File: config.mk
export PLATFORM = sky130hd
export DESIGN_NAME = lsu
export DESIGN_NICKNAME = d
export VERILOG_FILES = /design/src/rtl/lsu_pkg.sv /design/src/rtl/lsu_align.sv /design/src/rtl/lsu.sv
export SDC_FILE = /design/constraint.sdc
export NUM_CORES = 1
export LEC_CHECK = 0
export ABC_AREA = 1
export ABC_CLOCK_PERIOD_IN_PS = 2250
export CAP_MARGIN = 10
export CORE_MARGIN = 10
export CORE_UTILIZATION = 24
export CTS_BUF_LIST = sky130_fd_sc_hd__clkbuf_16
export DETAILED_ROUTE_END_ITERATION = 16
export GPL_ROUTABILITY_DRIVEN = 0
export GPL_TIMING_DRIVEN = 0
export PLACE_DENSITY = 0.55
export REMOVE_ABC_BUFFERS = 1
export SYNTH_ARGS = -nofsm -noshare
export SYNTH_HDL_FRONTEND = slang
export SYNTH_HIERARCHICAL = 1
export SYNTH_SLANG_ARGS = --single-unit
File: constraint.sdc
create_clock -name clk -period 2.25 [get_ports clk]
set_clock_uncertainty 0.1 [all_clocks]
set_input_delay 0.225 -clock clk [delete_from_list [all_inputs] [get_ports clk]]
set_output_delay 0.225 -clock clk [all_outputs]
set_load 0.02 [all_outputs]
File: src/rtl/lsu_pkg.sv
// lsu_pkg: state, access-size and funct3 definitions for the MEM-stage LSU.
// Misaligned-access trapping is built in when LSU_MISALIGN_CHECK_EN is defined.
package lsu_pkg;

    typedef enum logic [1:0] {
        IDLE = 2'b00,
        REQ  = 2'b01,
        WAIT = 2'b10,
        DONE = 2'b11
    } lsu_state_e;

    typedef enum logic [1:0] {
        SZ_B = 2'b00,
        SZ_H = 2'b01,
        SZ_W = 2'b10
    } lsu_size_e;

    localparam logic [2:0] F3_B  = 3'b000;
    localparam logic [2:0] F3_H  = 3'b001;
    localparam logic [2:0] F3_W  = 3'b010;
    localparam logic [2:0] F3_BU = 3'b100;
    localparam logic [2:0] F3_HU = 3'b101;

    localparam logic [1:0] RESULTSRC_LOAD = 2'b01;

    // Stores only know sb/sh; every other store code is a full word.
    function automatic lsu_size_e access_size(
        input logic [2:0] funct3,
        input logic       is_store
    );
        lsu_size_e sz;
        sz = SZ_W;
        if (is_store) begin
            if (funct3 == F3_B)
                sz = SZ_B;
            else if (funct3 == F3_H)
                sz = SZ_H;
        end else begin
            case (funct3)
                F3_B, F3_BU: sz = SZ_B;
                F3_H, F3_HU: sz = SZ_H;
                default:     sz = SZ_W;
            endcase
        end
        return sz;
    endfunction

    function automatic logic is_misaligned(
        input lsu_size_e  sz,
        input logic [1:0] off
    );
        return ((sz == SZ_H) && off[0]) ||
               ((sz == SZ_W) && (off != 2'b00));
    endfunction

endpackage

File: src/rtl/lsu_align.sv
// lsu_align: combinational store lane replication/strobes and
// load shift plus sign/zero extension.
module lsu_align
    import lsu_pkg::*;
#(
    parameter int DATA_WIDTH = 32
) (
    input  logic [2:0]            i_st_funct3,
    input  logic [1:0]            i_st_off,
    input  logic [DATA_WIDTH-1:0] i_st_data,
    output logic [3:0]            o_st_be,
    output logic [DATA_WIDTH-1:0] o_st_wdata,
    input  logic [2:0]            i_ld_funct3,
    input  logic [1:0]            i_ld_off,
    input  logic [DATA_WIDTH-1:0] i_ld_word,
    output logic [DATA_WIDTH-1:0] o_ld_data
);

    lsu_size_e             w_st_size;
    lsu_size_e             w_ld_size;
    logic [4:0]            w_shamt;
    logic [DATA_WIDTH-1:0] w_shifted;

    assign w_st_size = access_size(i_st_funct3, 1'b1);
    assign w_ld_size = access_size(i_ld_funct3, 1'b0);

    // Store: replicate the datum into every lane it could land in.
    always_comb begin
        o_st_be    = 4'b1111;
        o_st_wdata = i_st_data;
        case (w_st_size)
            SZ_B: begin
                o_st_be    = 4'b0001 << i_st_off;
                o_st_wdata = {4{i_st_data[7:0]}};
            end
            SZ_H: begin
                o_st_be    = 4'b0011 << {i_st_off[1], 1'b0};
                o_st_wdata = {2{i_st_data[15:0]}};
            end
            default: begin
                o_st_be    = 4'b1111;
                o_st_wdata = i_st_data;
            end
        endcase
    end

    // Load: halfwords use lane off[1], words use the containing word.
    always_comb begin
        w_shamt = 5'd0;
        case (w_ld_size)
            SZ_B:    w_shamt = {i_ld_off, 3'b000};
            SZ_H:    w_shamt = {i_ld_off[1], 4'b0000};
            default: w_shamt = 5'd0;
        endcase
    end

    assign w_shifted = i_ld_word >> w_shamt;

    // Extend the shifted datum according to funct3.
    always_comb begin
        o_ld_data = w_shifted;
        case (i_ld_funct3)
            F3_B:
                o_ld_data = {{(DATA_WIDTH-8){w_shifted[7]}},
                             w_shifted[7:0]};
            F3_H:
                o_ld_data = {{(DATA_WIDTH-16){w_shifted[15]}},
                             w_shifted[15:0]};
            F3_BU:
                o_ld_data = {{(DATA_WIDTH-8){1'b0}},
                             w_shifted[7:0]};
            F3_HU:
                o_ld_data = {{(DATA_WIDTH-16){1'b0}},
                             w_shifted[15:0]};
            default:
                o_ld_data = w_shifted;
        endcase
    end

endmodule

File: src/rtl/lsu.sv
// lsu: MEM-stage load/store unit; valid/ready data-memory master that
// stalls the pipeline per access. Optional trap: LSU_MISALIGN_CHECK_EN.
module lsu
    import lsu_pkg::*;
#(
    parameter int DATA_WIDTH = 32
) (
    input  logic                  clk,
    input  logic                  rst_n,
    input  logic                  memwrite_m,
    input  logic [1:0]            resultsrc_m,
    input  logic [2:0]            funct3_m,
    input  logic [DATA_WIDTH-1:0] aluresult_m,
    input  logic [DATA_WIDTH-1:0] writedata_m,
    output logic                  stall_m,
    output logic [DATA_WIDTH-1:0] readdata_m,
    output logic                  misalign_m,
    output logic                  mem_req_valid,
    input  logic                  mem_req_ready,
    output logic                  mem_req_we,
    output logic [DATA_WIDTH-1:0] mem_req_addr,
    output logic [DATA_WIDTH-1:0] mem_req_wdata,
    output logic [3:0]            mem_req_be,
    input  logic                  mem_resp_valid,
    input  logic [DATA_WIDTH-1:0] mem_resp_rdata
);

    lsu_state_e            r_state;
    lsu_state_e            w_state_nxt;
    logic                  w_access;
    logic                  w_mis;
    logic                  w_launch;
    logic                  w_mis_done;
    logic                  w_stall;
    logic                  w_req_valid;
    logic [3:0]            w_st_be;
    logic [DATA_WIDTH-1:0] w_st_wdata;
    logic [DATA_WIDTH-1:0] w_ld_data;

    logic                  r_req_we;
    logic [DATA_WIDTH-1:0] r_req_addr;
    logic [DATA_WIDTH-1:0] r_req_wdata;
    logic [3:0]            r_req_be;
    logic [2:0]            r_ld_funct3;
    logic [1:0]            r_ld_off;
    logic [DATA_WIDTH-1:0] r_readdata;
    logic                  r_misalign;

    assign w_access = memwrite_m | (resultsrc_m == RESULTSRC_LOAD);

`ifdef LSU_MISALIGN_CHECK_EN
    assign w_mis = is_misaligned(access_size(funct3_m, memwrite_m),
                                 aluresult_m[1:0]);
`else
    assign w_mis = 1'b0;
`endif

    assign w_launch   = (r_state == IDLE) & w_access & ~w_mis;
    assign w_mis_done = (r_state == IDLE) & w_access & w_mis;

    lsu_align #(
        .DATA_WIDTH (DATA_WIDTH)
    ) u_align (
        .i_st_funct3 (funct3_m),
        .i_st_off    (aluresult_m[1:0]),
        .i_st_data   (writedata_m),
        .o_st_be     (w_st_be),
        .o_st_wdata  (w_st_wdata),
        .i_ld_funct3 (r_ld_funct3),
        .i_ld_off    (r_ld_off),
        .i_ld_word   (mem_resp_rdata),
        .o_ld_data   (w_ld_data)
    );

    // Next-state, stall and request-valid decode.
    always_comb begin
        w_state_nxt = r_state;
        w_stall     = 1'b0;
        w_req_valid = 1'b0;
        case (r_state)
            IDLE: begin
                if (w_access) begin
                    w_stall     = 1'b1;
                    w_state_nxt = w_mis ? DONE : REQ;
                end
            end
            REQ: begin
                w_stall     = 1'b1;
                w_req_valid = 1'b1;
                if (mem_req_ready)
                    w_state_nxt = r_req_we ? DONE : WAIT;
            end
            WAIT: begin
                w_stall = 1'b1;
                if (mem_resp_valid)
                    w_state_nxt = DONE;
            end
            DONE: begin
                w_state_nxt = IDLE;
            end
        endcase
    end

    // State register; reset abandons any access in flight.
    always_ff @(posedge clk or negedge rst_n) begin
        if (!rst_n)
            r_state <= IDLE;
        else
            r_state <= w_state_nxt;
    end

    // Request fields, captured once in IDLE and held through REQ.
    always_ff @(posedge clk or negedge rst_n) begin
        if (!rst_n) begin
            r_req_we    <= 1'b0;
            r_req_addr  <= '0;
            r_req_wdata <= '0;
            r_req_be    <= 4'b0000;
            r_ld_funct3 <= 3'b000;
            r_ld_off    <= 2'b00;
        end else if (w_launch) begin
            r_req_we    <= memwrite_m;
            r_req_addr  <= {aluresult_m[DATA_WIDTH-1:2], 2'b00};
            r_req_wdata <= w_st_wdata;
            r_req_be    <= w_st_be;
            r_ld_funct3 <= funct3_m;
            r_ld_off    <= aluresult_m[1:0];
        end
    end

    // Load result register; holds between accesses.
    always_ff @(posedge clk or negedge rst_n) begin
        if (!rst_n)
            r_readdata <= '0;
        else if ((r_state == WAIT) && mem_resp_valid)
            r_readdata <= w_ld_data;
        else if (w_mis_done)
            r_readdata <= '0;
    end

    // Misalign flag is high only in the DONE cycle of a trapped access.
    always_ff @(posedge clk or negedge rst_n) begin
        if (!rst_n)
            r_misalign <= 1'b0;
        else
            r_misalign <= w_mis_done;
    end

    assign stall_m       = w_stall;
    assign readdata_m    = r_readdata;
    assign misalign_m    = r_misalign;
    assign mem_req_valid = w_req_valid;
    assign mem_req_we    = r_req_we;
    assign mem_req_addr  = r_req_addr;
    assign mem_req_wdata = r_req_wdata;
    assign mem_req_be    = r_req_be;

endmodule

==> results of run 1 <==
layout make-up:
class                   count  area share
flip-flops and latches    106      0.3180
well taps                 319     0.04778
repair inverters            1   0.0005991
multi-input cells         541      0.3108
clock buffers               9     0.02696
repair buffers            217      0.2679
clock inverters             7     0.01003
inverters                  38     0.01797
routing by layer:
layer | track usage | vias to the layer above | share of wire
li1 | - | 2719 | -
met3 | 0.05838 | 9 | 0.095
met4 | 0.02372 | 0 | 0.0057
met5 | 0 | - | 0
met2 | 0.2225 | 202 | 0.45
met1 | 0.1849 | 2616 | 0.45
report_power, final:
group | total, mW | internal (mW) | leakage (nW) | switching, mW
logic | 6.47 | 2.67 | 2.58 | 3.79
registers | 3.39 | 2.79 | 1.32 | 0.597
clock network | 1.70 | 0.888 | 0.149 | 0.816
total | 11.6 | 6.35 | 4.06 | 5.21
timing repair:
| action | CTS | global route |
|---|---|---|
| setup buffers | 7 | 0 |
| gates cloned | 4 | 1 |
| pin swaps | 4 | 1 |
| resized for setup | 14 | 6 |
| setup endpoints to repair | 107 | 47 |
| endpoints found under the hold margin | 51 | 0 |
| hold buffers | 1 | 0 |
kinds of logic (layout without fill, tap and decap cells):
| kind of cell | Yosys count | after routing | synth area share |
|---|---|---|---|
| AOI/OAI and AO/OA | 58 | 58 | 0.05809 |
| DFF | 106 | 106 | 0.4701 |
| and+or+nand+nor | 468 | 472 | 0.3596 |
| buffers and inverters | 99 | 272 | 0.09512 |
| muxes | 3 | 3 | 0.005322 |
| other | 1 | 3 | 0.0006646 |
| adders and majority gates | 5 | 5 | 0.01109 |
cell usage after synthesis, drive strengths merged:
| master | instances | area (um^2) |
|---|---|---|
| a21oi | 4 | 20.02 |
| buf | 41 | 316.6 |
| clkbuf | 20 | 76.32 |
| clkinv | 1 | 5.000 |
| conb | 1 | 3.750 |
| dfrtp | 106 | 2653 |
| ha | 5 | 62.56 |
| inv | 37 | 138.9 |
| mux2i | 3 | 30.03 |
| nand2 | 312 | 1211 |
| nand3 | 141 | 730.7 |
| nor2 | 9 | 50.05 |
| o211ai | 15 | 112.6 |
| o21ai | 39 | 195.2 |
| or2 | 6 | 37.54 |
stage by stage:
step	std cells	hold slack, ps	TNS [ps]	worst slack, ps
after floorplan	681	-170.6	-116100	-2107
after global placement	1206	352.6	-754360	-5109
after detailed placement	1209	119.9	-77190	-1247
after CTS	1237	299.4	0	26.26
after global routing	1238	307.6	0	3.585
final	1238	294.2	0	129.7
state kept, by name, summed over array words and instances, names as in the netlist:
| signal | count |
|---|---|
| r_ld_off | 2 |
| mem_req_be | 4 |
| mem_req_wdata | 32 |
| mem_req_we | 1 |
| readdata_m | 32 |
| r_ld_funct3 | 3 |
| mem_req_addr | 30 |
| r_state | 2 |
worst max path at each step:
stage                     cells after the start  slack, ps                end           start
final                                         5        130            stall_m      r_state[1]
after global routing                          5          4            stall_m      r_state[1]
after detailed placement                      6      -1250            stall_m  resultsrc_m[0]
after CTS                                    10         30  mem_req_wdata[24]     funct3_m[2]
after floorplan                               4      -2110            stall_m      r_state[0]
after global placement                        5      -5110            stall_m      r_state[0]
==> metrics.cfg, run 1 <==
[status]
status=complete, no violations

[detailed_routing]
dr.pass1.iters=7
viasPerCell=4.480
remaining_drc_errors=0
ant_nets=0
drt_iter0_drc=423
routed-via-count=5546
drt-total-wl_um=22150
routedWlPerCell_um=17.89

[timing]
final-setup-viol-count=0
grt_setup_unrepaired=false
tightest_slew_ps=601.8
relSlewSlack=0.5975
fin_crit_sh=0.9423
final-hold-violation-count=0
max_freq_ghz=0.4716
finalCriticalPeriod_ps=2120
drv_slew=0

[clock_tree]
clockBufferDepth=2
path_clk_slew_ps=80
clock_latency_ps=350
htreeDepth=3
root_buffer=clkbuf_16
tritoncts=yes
cts_buffers=9
cts_sinks=106

[critical_path]
worstPathRequired_ps=1920
crit_type=flop to output port
ff2ff_path_depth=9
r2r-end=readdata_m[9]
cp_max_fo=19
critPathArrivalTime_ps=1800
timing.rr.start=r_ld_funct3[1]
path_delay_family=flip-flops
cp_num_buf_inv=2
worstPathCellList=inv_1 -> ha_4 -> nand2_8 -> a21oi_1 -> clkdlybuf4s15_2
rrSetupSlack_ps=200
end_kind=output port
slowest_stage=dfrtp_1
start_kind=flop
slowest_delay_ps=450

[floorplan]
coreArea_um2=23330
die_h_um=173.3
die_w_um=173.3
pin_count=210
start_util=0.2418
die-area_um2=30050
num_rows=56

[final_layout]
diodes=0
final_cell_mix=302 x nand2_1, 204 x clkdlybuf4s50_1, 139 x nand3_1
num-fill-cells=2472
multi_input_area_um2=2596
final_util=0.3581
layout_commonest_cell=nand2_1
final_area_um2=8354
area_delta_synth_final_pct=48.05
final_nets=1025
drive_gt1_frac=0.07073
ff_latch_area_um2=2656

[placed_design]
dpl.hpwl_um=13460
placed_area_um2=7802
io_buffers=206

[job]
max_cap_violations=0

[global_routing]
gr-total-overflow=0
grt_max_degree=56
grt_pass1_wl_um=33990
grt_use_total=0.1432
grt_pass1_vias=5457
grt_antenna_before_repair=0

[pwr]
ir_worst_vdd_mv=0.4927
total_power_mw=11.56
p_per_area_nw_per_um2=1384
p_leak_nw=4.055

[synthesis]
ys_seq_area_frac=0.4701
syn_area_per_cell_um2=7.626
synthCells=740
synth_cell_types=25
ys_ff_latch=106
synth_area_um2=5643
yosysWarningCount=6

[min_path]
hold_class=input pin to async pin

(Power assumes the default switching activity.)
==> inputs of run 2 (changes only) <==
Settings changed: ABC_CLOCK_PERIOD_IN_PS 2250 to 2300, PLACE_DENSITY 0.55 to unset, PLACE_DENSITY_LB_ADDON set to 0.15.
Clock period 2.25 ns to 2.3 ns, I/O delays scaled along.
==> run 2 against run 1 <==
Final area hardly changed. Wire length decreased by 1.8%. Global-route usage hardly changed. Clock power about the same. Die area unchanged. Setup slack better by 40 ps. Hold slack lost 89 ps. Sequential share of layout area about the same. Critical path depth shrank 2. Combinational power fell by 2%.
==> metrics.cfg, run 2 (synthesis results as in run 1) <==
[timing]
final-setup-viol-count=0  ; unchanged
worst_slack_ps=170.0  ; +40.25 ps
finalCriticalPeriod_ps=2130
relSlewSlack=0.5900  ; -0.007552
max_freq_ghz=0.4695
drv_slew=0  ; unchanged
fin_crit_sh=0.9261
fin_tns_setup_ps=0  ; unchanged
tightest_slew_ps=615.0  ; +13.21 ps
grt_setup_unrepaired=false
final-hold-violation-count=0  ; unchanged

[pwr]
power_frac_comb=0.559  ; about the same
switchingPower_mw=5.104  ; -1.9%
p_per_area_nw_per_um2=1355  ; -2.0%
swShare=0.4506  ; about the same
internal-power_mw=6.224  ; -2.0%
p_leak_nw=4.071  ; +0.38%
total_power_mw=11.33  ; -2.0%
ir_worst_vdd_mv=0.4673  ; -5.2%
clkPwrFrac=0.153  ; +0.006
pwr-share-seq=0.288  ; -0.005

[global_routing]
grt_pass1_wl_um=34780  ; +2.3%
grt_use_total=0.1436  ; +0.0004064
grt_pass1_vias=5805  ; +6.4%
grt_antenna_before_repair=1  ; +1
gr-total-overflow=0  ; unchanged
grt_max_degree=79  ; +41%

[clock_tree]
cts_buffers=9  ; unchanged
clock_latency_ps=350  ; about the same
tritoncts=yes
path_clk_slew_ps=90  ; about the same
htreeDepth=3  ; unchanged
cts_sinks=106  ; unchanged
clockBufferDepth=2  ; unchanged
root_buffer=clkbuf_16

[floorplan]
coreArea_um2=23330  ; unchanged
num_rows=56  ; unchanged
die_h_um=173.3  ; unchanged
die-area_um2=30050  ; unchanged
die_w_um=173.3  ; unchanged
pin_count=210  ; unchanged
start_util=0.2418  ; unchanged

[critical_path]
crit_type=flop to output port
end_kind=output port
slowest_stage=clkdlybuf4s50_1
slowest_delay_ps=640  ; +190 ps
cp_max_fo=5  ; -14
critPathArrivalTime_ps=1800  ; about the same
worstPathCellList=inv_1 -> ha_1 -> clkdlybuf4s50_1
cp_num_buf_inv=2  ; unchanged
worstPathRequired_ps=1970  ; +50 ps
path_delay_family=buffers and inverters
start_kind=flop

[detailed_routing]
remaining_drc_errors=0  ; unchanged
viasPerCell=4.460  ; -0.43%
routed-via-count=5522  ; -0.43%
dr.pass1.iters=4  ; -3
routedWlPerCell_um=17.58  ; -1.8%
ant_nets=0  ; unchanged
drt-total-wl_um=21760  ; -1.8%
drt_iter0_drc=284  ; -33%

[placed_design]
dpl.hpwl_um=13660  ; +1.4%
io_buffers=206  ; unchanged
pre_cts_ws_ps=-1231  ; +16.18 ps
placed_cells=1210  ; +0.083%

[final_layout]
area_delta_synth_final_pct=48.12  ; about the same
diodes=0  ; unchanged
instances_no_fill=1238  ; unchanged
num-fill-cells=2471  ; -0.040%
final_util=0.3582  ; about the same
final_nets=1025  ; unchanged
drive_gt1_frac=0.06855  ; -0.002176
layout_commonest_cell=nand2_1
final_cell_mix=302 x nand2_1, 204 x clkdlybuf4s50_1, 139 x nand3_1

[min_path]
hold_class=input pin to async pin

[job]
max_cap_violations=0  ; unchanged

[status]
status=complete, no violations

## run 2: worst register-to-register path, cell delays in order, from the launching register on
cell and delay [ps]:
dfrtp_1 440, inv_1 170, ha_1 580, nand2_4 390
nand2_1 180, nand2_1 60
## run 2: final timing paths
| kind | to | cells after the start | start | slack (ps) |
|---|---|---|---|---|
| setup / recovery | mem_req_valid | 3 | r_state[1] | 170 |
| hold / removal | readdata_m[6] | 2 | rst_n | 200 |
| setup reg to reg | readdata_m[24] | 5 | r_state[0] | 280 |
| hold reg to reg | readdata_m[20] | 2 | readdata_m[20] | 370 |
| max in group asynchronous | r_ld_funct3[1] | 3 | rst_n | 1180 |
| min in group clk | mem_req_addr[21] | 3 | aluresult_m[21] | 320 |
## run 2: power groups by stage
stage / logic [mW] / registers (mW) / clock network, mW
after CTS: 6.41 / 3.31 / 1.79
after detailed placement: 6.11 / 3.31 / 0
after floorplan: 2.27 / 4.22 / 0
after global routing: 7.01 / 3.38 / 1.86
after global placement: 6.00 / 3.29 / 0
final: 6.34 / 3.26 / 1.73
## run 2: final cells by class
type                       instances  area (um^2)  area share
tap                              319        399.1     0.04775
sequential                       106         2656      0.3178
timing repair buffer             218         2256      0.2699
clock inverter                     7        105.1     0.01257
multi-input combinational        540         2564      0.3067
clock buffer                       9        225.2     0.02695
inverter                          38        147.6     0.01766
timing repair inverter             1        5.005   0.0005988
## run 2: per-stage QoR
step / cell area, um^2 / hold slack, ps
2_1_floorplan: 5258 / -165.6
5_1_grt: 8358 / 239.8
6_report: 8358 / 204.9
3_5_place_dp: 7834 / 28.81
3_3_place_gp: 7719 / 352.2
4_1_cts: 8312 / 213.6
## run 2: what timing repair did
item | in CTS | in global routing
endpoints found under the setup margin | 105 | 49
hold buffers | 1 | 0
gates resized for setup | 10 | 5
endpoints found under the hold margin | 28 | 0
cloned | 3 | 1
pin swaps | 2 | 1
setup buffers | 5 | 2
## run 2: routing by layer
metal	vias to the layer above	wire, um	share of wire	global-route usage
li1	2712	-	-	-
met2	191	9591	0.44	0.2254
met4	2	216	0.0099	0.03234
met3	16	2385	0.11	0.07057
met1	2601	9553	0.44	0.1731
met5	-	13	0.00060	0
==> inputs of run 3 (changes only) <==
Settings changed: REMOVE_ABC_BUFFERS 1 to unset, SLEW_MARGIN set to 10.
==> run 3 against run 2 <==
Non-clock buffer count increased by 50. Highest routed layer is now met4. Largest power group unchanged. Clock power decreased by 14%. Power decreased by 2.2%. Cell count increased by 3.8%. Clock-buffer cell count unchanged.
==> metrics.cfg, run 3 (synthesis results as in run 1) <==
[final_layout]
final_util=0.3609  ; +0.002682
area_delta_synth_final_pct=49.22
num-fill-cells=2508  ; +1.5%
final_area_um2=8421  ; +0.75%
final_nets=1071  ; +4.5%
multi_input_area_um2=2465  ; -3.9%
layout_commonest_cell=nand2_1
final_cell_mix=304 x nand2_1, 203 x clkdlybuf4s50_1, 139 x nand3_1
drive_gt1_frac=0.08290  ; +0.01435
ff_latch_area_um2=2653  ; -0.14%

[timing]
finalCriticalPeriod_ps=2170  ; +39.80 ps
drv_slew=0  ; unchanged
relSlewSlack=0.6444  ; +0.05442
max_freq_ghz=0.4609  ; -1.8%
fin_crit_sh=0.9434  ; +0.01731
final-hold-violation-count=0  ; unchanged
grt_setup_unrepaired=false
final-setup-viol-count=0  ; unchanged
tightest_slew_ps=533.4  ; -81.64 ps

[floorplan]
pin_count=210  ; unchanged
die_w_um=173.3  ; unchanged
num_rows=56  ; unchanged
start_util=0.2418  ; unchanged
coreArea_um2=23330  ; unchanged
die_h_um=173.3  ; unchanged
die-area_um2=30050  ; unchanged

[detailed_routing]
drt-total-wl_um=20860  ; -4.1%
routedWlPerCell_um=16.23  ; -7.6%
routed-via-count=5548  ; +0.47%
dr.pass1.iters=4  ; unchanged
ant_nets=0  ; unchanged
remaining_drc_errors=0  ; unchanged
viasPerCell=4.318  ; -3.2%
drt_iter0_drc=361  ; +27%

[global_routing]
grt_max_degree=80  ; +1.3%
grt_antenna_before_repair=2  ; +1
grt_pass1_wl_um=33020  ; -5.0%
grt_use_total=0.1379  ; -0.005711
grt_pass1_vias=5678  ; -2.2%
gr-total-overflow=0  ; unchanged

[critical_path]
crit_type=flop to output port
slowest_delay_ps=440  ; -200 ps
start_kind=flop
slowest_stage=dfrtp_1
end_kind=output port
path_delay_family=buffers and inverters
cp_max_fo=10  ; +5
worstPathRequired_ps=1970  ; about the same
cp_num_buf_inv=4  ; +2
worstPathCellList=inv_1 -> ha_1 -> buf_6 -> nand2_1 -> buf_2 -> a21oi_2 -> buf_4
critPathArrivalTime_ps=1840  ; +40 ps

[placed_design]
placed_area_um2=8130  ; +3.8%
io_buffers=205  ; -0.49%
dpl.hpwl_um=16210  ; +19%

[clock_tree]
root_buffer=clkbuf_16
cts_setup_buffers=0  ; -5
htreeDepth=3  ; unchanged
cts_buffers=9  ; unchanged
cts_sinks=106  ; unchanged
path_clk_slew_ps=80  ; about the same
clockBufferDepth=2  ; unchanged
tritoncts=yes
clock_latency_ps=360  ; about the same

[min_path]
hold_class=input pin to flop

[pwr]
ir_worst_vdd_mv=0.4958  ; +6.1%
p_per_area_nw_per_um2=1315  ; -3.0%
p_leak_nw=4.158  ; +2.1%

[status]
status=complete, no violations

[job]
max_cap_violations=0  ; unchanged

run 3: changes by cell type in the layout (fill, tap and decap cells not counted), moves of 2 or more:
cell and delta:
buf_1 +3, buf_12 -3, buf_16 -2, buf_2 +12, buf_4 +9, buf_6 +13, clkbuf_1 +19, clkinv_8 -3
inv_1 +2, nand2_1 +2, nand2_4 -3, nand2_8 -3, nor2_1 +2
run 3: path summary, 6_finish.rpt:
| path | startpoint | endpoint | slack [ps] | cells past startpoint |
|---|---|---|---|---|
| max in group asynchronous | rst_n | mem_req_addr[24] | 1180 | 3 |
| hold / removal | mem_resp_valid | readdata_m[0] | 120 | 3 |
| hold reg to reg | mem_req_wdata[6] | mem_req_wdata[6] | 370 | 2 |
| min in group asynchronous | rst_n | readdata_m[1] | 210 | 2 |
| setup reg to reg | r_ld_funct3[1] | readdata_m[6] | 470 | 9 |
| setup / recovery | r_state[1] | stall_m | 130 | 7 |
run 3: worst min-delay path, delay by kind of cell:
family	cells	cell delay, ps
buffers and inverters	1	160
AND/OR/NAND/NOR	2	150
run 3: cell type report:
class | instances | area share
multi-input combinational | 537 | 0.2927
tap | 319 | 0.04740
buffer | 61 | 0.04740
inverter | 38 | 0.01709
clock buffer | 9 | 0.02675
timing repair buffer | 207 | 0.2480
clock inverter | 7 | 0.005349
antenna | 1 | 0.0002972
sequential | 106 | 0.3150
run 3: metal layers:
layer  part of all wire  vias up  GRT usage
met5                  0        -          0
met1               0.44     2558     0.1711
met4             0.0094        0    0.03450
met2               0.44      176     0.2133
li1                   -     2802          -
met3               0.10       12    0.06208
run 3: stage by stage:
stage | hold WS [ps] | power (mW) | setup TNS, ps | setup slack, ps | instances
finish | 124.9 | 11.08 | 0 | 130.2 | 1285
global route | 147.9 | 12.04 | 0 | 8.843 | 1284
floorplan | -165.6 | 6.825 | 0 | 553.6 | 742
detailed placement | 26.19 | 9.723 | -173.3 | -173.3 | 1267
global placement | 351.9 | 9.702 | -396540 | -3750 | 1266
CTS | 109.8 | 11.27 | 0 | 7.127 | 1284
run 3: report_power, final:
part / switching [mW] / internal [mW] / total, mW
Clock: 0.751 / 0.735 / 1.49
Combinational: 3.65 / 2.70 / 6.35
Sequential: 0.509 / 2.73 / 3.24
Total: 4.91 / 6.16 / 11.1
run 3: what timing repair did:
item / in CTS / in global routing
hold endpoints to repair: 27 / 0
hold buffers: 1 / 0
endpoints found under the setup margin: 1 / 1
pin swaps: 0 / 0
gates resized for setup: 7 / 3
